$ cat src/rtl/dmem_arb_pkg.sv
// Shared types and helpers for the data-memory arbiter: FSM states, owner encoding and
// the word-index / range-check helpers used when a request is captured.
package dmem_arb_pkg;

    typedef enum logic [1:0] {
        IDLE   = 2'd0,
        ACCESS = 2'd1,
        RESP   = 2'd2
    } state_t;

    typedef enum logic {
        OWN_M0 = 1'b0,
        OWN_M1 = 1'b1
    } owner_t;

    function automatic logic [63:0] word_index(input logic [63:0] byte_addr);
        return byte_addr >> 2;
    endfunction

    function automatic logic in_range(input logic [63:0] byte_addr, input logic [63:0] words);
        return word_index(byte_addr) < words;
    endfunction

endpackage

$ cat src/rtl/rr_arb2.sv
// Two-way round-robin picker: among the unmasked requesters, a tie goes to the master
// that did not win last time.
module rr_arb2
    import dmem_arb_pkg::*;
(
    input  logic [1:0] req,
    input  owner_t     last,
    input  logic [1:0] mask,
    output logic       gnt_valid,
    output owner_t     gnt_id
);
    logic [1:0] cand;

    always_comb begin
        cand      = req & mask;
        gnt_valid = |cand;
        gnt_id    = OWN_M0;
        if (cand == 2'b11) begin
            gnt_id = (last == OWN_M0) ? OWN_M1 : OWN_M0;
        end else if (cand[1]) begin
            gnt_id = OWN_M1;
        end
    end

endmodule

$ cat src/rtl/dmem_arbiter.sv
// Shares the single-port data memory between the CPU data port (m0) and the DMA/debug
// loader (m1). Each transaction: request sampled in IDLE, access in ACCESS, ack in RESP.
module dmem_arbiter
    import dmem_arb_pkg::*;
#(
    parameter int DW        = 32,
    parameter int AW        = 32,
    parameter int MEM_WORDS = 65536,
    parameter int LOCK_MAX  = 16
) (
    input  logic          clk,
    input  logic          rst_n,
    input  logic          m0_req,
    input  logic          m0_we,
    input  logic          m0_lock,
    input  logic [AW-1:0] m0_addr,
    input  logic [DW-1:0] m0_wdata,
    output logic          m0_ack,
    output logic          m0_err,
    output logic [DW-1:0] m0_rdata,
    input  logic          m1_req,
    input  logic          m1_we,
    input  logic          m1_lock,
    input  logic [AW-1:0] m1_addr,
    input  logic [DW-1:0] m1_wdata,
    output logic          m1_ack,
    output logic          m1_err,
    output logic [DW-1:0] m1_rdata,
    output logic [AW-1:0] mem_addr,
    output logic [DW-1:0] mem_wdata,
    output logic          mem_we,
    input  logic [DW-1:0] mem_rdata
);
    localparam int CW = $clog2(LOCK_MAX + 1);

    state_t        state;
    owner_t        owner, last_grant, lock_owner, gnt_id;
    logic          gnt_valid, lock_held, lock_expired, lock_active, owner_req;
    logic [CW-1:0] lock_cnt;
    logic [1:0]    mask;
    logic [AW-1:0] reg_addr, sel_addr;
    logic [DW-1:0] reg_wdata, sel_wdata, captured;
    logic          reg_we, reg_lock, reg_inr, sel_we, sel_lock;

    // An expiring lock is dropped in the same IDLE cycle, so the other master can win right away.
    assign owner_req    = (lock_owner == OWN_M1) ? m1_req : m0_req;
    assign lock_expired = lock_held && !owner_req && (lock_cnt == CW'(LOCK_MAX));
    assign lock_active  = lock_held && !lock_expired;
    assign mask         = lock_active ? ((lock_owner == OWN_M1) ? 2'b10 : 2'b01) : 2'b11;

    rr_arb2 u_rr (
        .req       ({m1_req, m0_req}),
        .last      (last_grant),
        .mask      (mask),
        .gnt_valid (gnt_valid),
        .gnt_id    (gnt_id)
    );

    assign sel_addr  = (gnt_id == OWN_M1) ? m1_addr  : m0_addr;
    assign sel_wdata = (gnt_id == OWN_M1) ? m1_wdata : m0_wdata;
    assign sel_we    = (gnt_id == OWN_M1) ? m1_we    : m0_we;
    assign sel_lock  = (gnt_id == OWN_M1) ? m1_lock  : m0_lock;

    assign mem_addr  = reg_addr;
    assign mem_wdata = reg_wdata;
    assign mem_we    = (state == ACCESS) && reg_we && reg_inr;
    assign captured  = (!reg_we && reg_inr) ? mem_rdata : '0;

    always_ff @(posedge clk or negedge rst_n) begin
        if (!rst_n) begin
            state      <= IDLE;
            owner      <= OWN_M0;
            last_grant <= OWN_M1;
            lock_owner <= OWN_M0;
            lock_held  <= 1'b0;
            lock_cnt   <= '0;
            reg_addr   <= '0;
            reg_wdata  <= '0;
            reg_we     <= 1'b0;
            reg_lock   <= 1'b0;
            reg_inr    <= 1'b0;
            m0_ack     <= 1'b0;
            m0_err     <= 1'b0;
            m0_rdata   <= '0;
            m1_ack     <= 1'b0;
            m1_err     <= 1'b0;
            m1_rdata   <= '0;
        end else begin
            m0_ack <= 1'b0;
            m0_err <= 1'b0;
            m1_ack <= 1'b0;
            m1_err <= 1'b0;
            case (state)
                IDLE: begin
                    if (lock_expired) begin
                        lock_held <= 1'b0;
                        lock_cnt  <= '0;
                    end else if (lock_held && !owner_req) begin
                        lock_cnt <= lock_cnt + CW'(1);
                    end
                    if (gnt_valid) begin
                        owner      <= gnt_id;
                        last_grant <= gnt_id;
                        reg_addr   <= sel_addr;
                        reg_wdata  <= sel_wdata;
                        reg_we     <= sel_we;
                        reg_lock   <= sel_lock;
                        reg_inr    <= in_range(64'(sel_addr), 64'(MEM_WORDS));
                        state      <= ACCESS;
                        if (lock_held && gnt_id == lock_owner) lock_cnt <= '0;
                    end
                end
                ACCESS: begin
                    if (owner == OWN_M1) begin
                        m1_ack   <= 1'b1;
                        m1_err   <= !reg_inr;
                        m1_rdata <= captured;
                    end else begin
                        m0_ack   <= 1'b1;
                        m0_err   <= !reg_inr;
                        m0_rdata <= captured;
                    end
                    state <= RESP;
                end
                RESP: begin
                    lock_held  <= reg_lock;
                    lock_owner <= owner;
                    lock_cnt   <= '0;
                    state      <= IDLE;
                end
                default: state <= IDLE;
            endcase
        end
    end

endmodule

$ cat config.mk
export PLATFORM = sky130hd
export DESIGN_NAME = dmem_arbiter
export DESIGN_NICKNAME = d
export VERILOG_FILES = /design/src/rtl/dmem_arb_pkg.sv /design/src/rtl/rr_arb2.sv /design/src/rtl/dmem_arbiter.sv
export SDC_FILE = /design/constraint.sdc
export NUM_CORES = 1
export LEC_CHECK = 0
export BUFFER_PORTS_ARGS = -buffer_cell sky130_fd_sc_hd__clkbuf_2
export CAP_MARGIN = 20
export CORE_AREA = 10 10 113 156
export DETAILED_ROUTE_END_ITERATION = 10
export DIE_AREA = 0 0 123 166
export PLACE_DENSITY = 0.74
export RECOVER_POWER = 100
export SYNTH_ARGS = -nofsm -noshare
export SYNTH_HDL_FRONTEND = slang
export SYNTH_SLANG_ARGS = --single-unit
export TNS_END_PERCENT = 50
$ cat constraint.sdc
create_clock -name clk -period 2.5 [get_ports clk]
set_input_delay 0.25 -clock clk [delete_from_list [all_inputs] [get_ports clk]]
set_output_delay 0.25 -clock clk [all_outputs]
set_load 0.005 [all_outputs]
==> qor.yml <==
run_status: "finished, violations left"
failed_checks: "max-capacitance violations, max-slew violations"
power.share.sequential: 0.353
final_hold_viol_count: 0
cts_num_sinks: 146
grt.total_usage: 0.230
globalplace.congestion: 0.884
timing.hold.worst_path_depth: 3
global_route.overflow_total: 0
clock_path_buffers: 2
arrival_ns: 2.39
placement_rows: 53
path_cells: "inv_1 -> ha_1 -> nand4bb_1 -> a311o_2 -> buf_4 -> a41oi_1 -> a21oi_1"
area.growth.synth_to_final_pct: 31.3
synthesis.yosys.warnings: 0
synth_enable_flop_cells: 0
postSynthRegisterBits: 146
dieWidth_microns: 123
combinationalPowerShare: 0.409
synthCells: 723
fp.dieArea_sq_um: 20400
cts_setup_buffers: 0
max_freq_mhz: 473
hold_buffers: 1
critPathLaunchType: "flop"
cts_inserted_buffers: 17
power_report.internal_total_mw: 6.47
grt_setup_unrepaired: "no"
netlist.top_cell.by_area: "sky130_fd_sc_hd__dfrtp_1"
yosys_most_used_dff: "sky130_fd_sc_hd__dfrtp_1"
cpPeakStageDelay_ns: 0.47
hp-class: "in2reg"
path_buf_inv: 2
yosysSeqAreaShare: 0.537
wl_microns: 23700
crit_family: "compound AO/OA/AOI/OAI gates"
drt_first_iter_violations: 725
synth_fp_nets: 893
max_slew.worst_pin.slew_ns: 1.73
synth.cell_area_sq_um: 6810
drt-pass1-iter-count: 7
netSwitchingPower_mw: 4.39
worst_ir_drop_vdd_mv: 0.853
cts_tree: "yes"
path_class: "reg2reg"
clock-root-buffer: "sky130_fd_sc_hd__clkbuf_16"
worstSkewPairLatency_ns: 0.41
ys_async_sr_fraction: 1.00
total_of_buffers_placed_on_input_and_output_ports: 300
share_of_final_layout_standard_cells_stronger_than_drive_strength_1: 0.254
dp.final_hpwl_microns: 16900
n_antenna_cell: 0
postCtsResizedCells: 0
grt_max_degree: 69
number_of_drc_violations_after_detailed_routing: 0
synth_top_area_frac: 0.533
routed_wire_length_per_instance_microns: 19.8
final_max_slew_viol_count: 68
finalCriticalPeriod_ns: 2.11
vertical_die_dimension_microns: 166
p_leak_nw: 4.00
skew_ns: 0.0161
critical_path_required_ns: 2.78
r2r_setup_slk_ns: 0.39
area_of_the_placeable_core_sq_um: 14800
cts.clk_slew.worst_paths_ns: 0.07
final.setup.tns_ns: 0
htreeDepth: 4
layout_worst_path_cycle_share: 0.846
pin_count: 301
dp.cells: 1160
crit_slowest_cell: "sky130_fd_sc_hd__a311o_2"
maxSlewHeadroom: -0.152
cp.depth: 7
final_net_count: 1158
drv.max_cap_violation_count: 1
ant_nets: 0
viasPerCell: 5.73
initial_core_util: 0.460
synth_area_per_cell_sq_um: 9.42
power_density_nw_per_um2: 1210
grt_pass1_vias: 7129
number_of_antenna_violations_at_the_first_check_in_global_routing: 0
grt_pass1_wl_microns: 38300
endpoint_kind: "flop"
layout.cells.non_filler: 1193
switching_share: 0.404
maximum_fanout_along_the_worst_path: 42
pwr-share-clk: 0.239
netlist_top_cells_area: "sky130_fd_sc_hd__dfrtp_1 53%, sky130_fd_sc_hd__a41oi_1 8.5%, sky130_fd_sc_hd__o31ai_1 7.4%"
netlist-cell-type-count: 38
r2r_cells: 7
vias: 6834
setup_viol: 0
-- worst paths after layout --
| check | start | endpoint |
|---|---|---|
| worst max-delay path | lock_cnt[0] | mem_wdata[3] |
| worst min-delay path | m0_addr[4] | mem_addr[4] |
| worst max register to register | lock_cnt[0] | mem_wdata[3] |
| worst min register to register | reg_lock | lock_held |
| max in group asynchronous | rst_n | m1_rdata[12] |
| min in group asynchronous | rst_n | m0_rdata[7] |
-- metal layers --
layer | vias up | GRT usage | routed length, microns
met5 | - | 0 | 0
met4 | 0 | 0.102 | 826
met3 | 62 | 0.0769 | 2080
met2 | 323 | 0.361 | 11700
met1 | 3263 | 0.279 | 9070
li1 | 3186 | - | -
-- power groups by stage --
stage          clock, mW  sequential (mW)  combinational [mW]
5_1_grt             2.76             3.95                5.00
4_1_cts             2.66             3.83                4.65
3_3_place_gp           0             3.85                4.55
3_5_place_dp           0             3.86                4.65
2_1_floorplan          0             3.84                2.70
6_report            2.59             3.83                4.44
-- cell usage in the layout, fill, tap and decap left out, drive strengths merged, types with 3 or more instances in the layout --
cell type / n
a21oi: 67
nand3: 4
a22o: 3
a41oi: 66
nor2: 72
o21ai: 69
nand2: 104
and3: 3
inv: 17
clkbuf: 318
clkinvlp: 3
a31oi: 4
dfrtp: 145
buf: 23
nor2b: 3
nor4: 6
o31ai: 67
-- flip-flops by register name (all words and copies together), names as in the netlist, 2 cells and up --
register   count
lock_cnt       5
state          2
mem_addr      32
m0_rdata      32
m1_rdata      32
mem_wdata     32
-- cells in the mapped netlist, types with 4 or more instances --
cell and number:
sky130_fd_sc_hd__dfrtp_1 145, sky130_fd_sc_hd__nand2_1 104, sky130_fd_sc_hd__nor2_1 72, sky130_fd_sc_hd__o21ai_0 69
sky130_fd_sc_hd__a21oi_1 67, sky130_fd_sc_hd__o31ai_1 67, sky130_fd_sc_hd__a41oi_1 66, sky130_fd_sc_hd__clkbuf_1 57
sky130_fd_sc_hd__buf_2 14, sky130_fd_sc_hd__inv_1 9, sky130_fd_sc_hd__nor4_1 6, sky130_fd_sc_hd__buf_6 5
sky130_fd_sc_hd__a31oi_1 4, sky130_fd_sc_hd__nand3_1 4
-- logic make-up (layout without fill, tap and decap cells) --
kind of cell | Yosys count | in the layout | share of synthesized area
AOI/OAI and AO/OA | 282 | 282 | 0.274
and+or+nand+nor | 204 | 204 | 0.125
DFF | 146 | 146 | 0.537
buffers and inverters | 88 | 366 | 0.0572
adders and majority gates | 2 | 2 | 0.00368
muxes | 1 | 1 | 0.00331
-- through the flow --
step / setup slack, ns / hold slack [ns] / total power [mW] / instance area [sq um] / util
6_report: 0.385 / 0.0607 / 10.9 / 8940 / 0.605
5_1_grt: 0.151 / 0.0452 / 11.7 / 8940 / 0.605
4_1_cts: 0.382 / 0.0404 / 11.1 / 9090 / 0.615
3_5_place_dp: 0.405 / 0.303 / 8.50 / 8480 / 0.573
3_3_place_gp: 0.454 / 0.306 / 8.40 / 8480 / 0.573
2_1_floorplan: 0.612 / -0.0456 / 6.53 / 6810 / -
-- worst min-delay path, cell delays in order --
cell	delay (ns)
sky130_fd_sc_hd__clkbuf_2	0.08
sky130_fd_sc_hd__o31ai_1	0.05
sky130_fd_sc_hd__a21oi_1	0.06
-- area by class of cell --
class	count	area (sq um)
timing repair buffer	324	1630
clock inverter	14	165
multi-input combinational	489	2780
fill	1369	5850
tap	192	240
clock buffer	18	439
inverter	10	37.5
sequential	146	3650
Power figures use the tool's default switching activity.
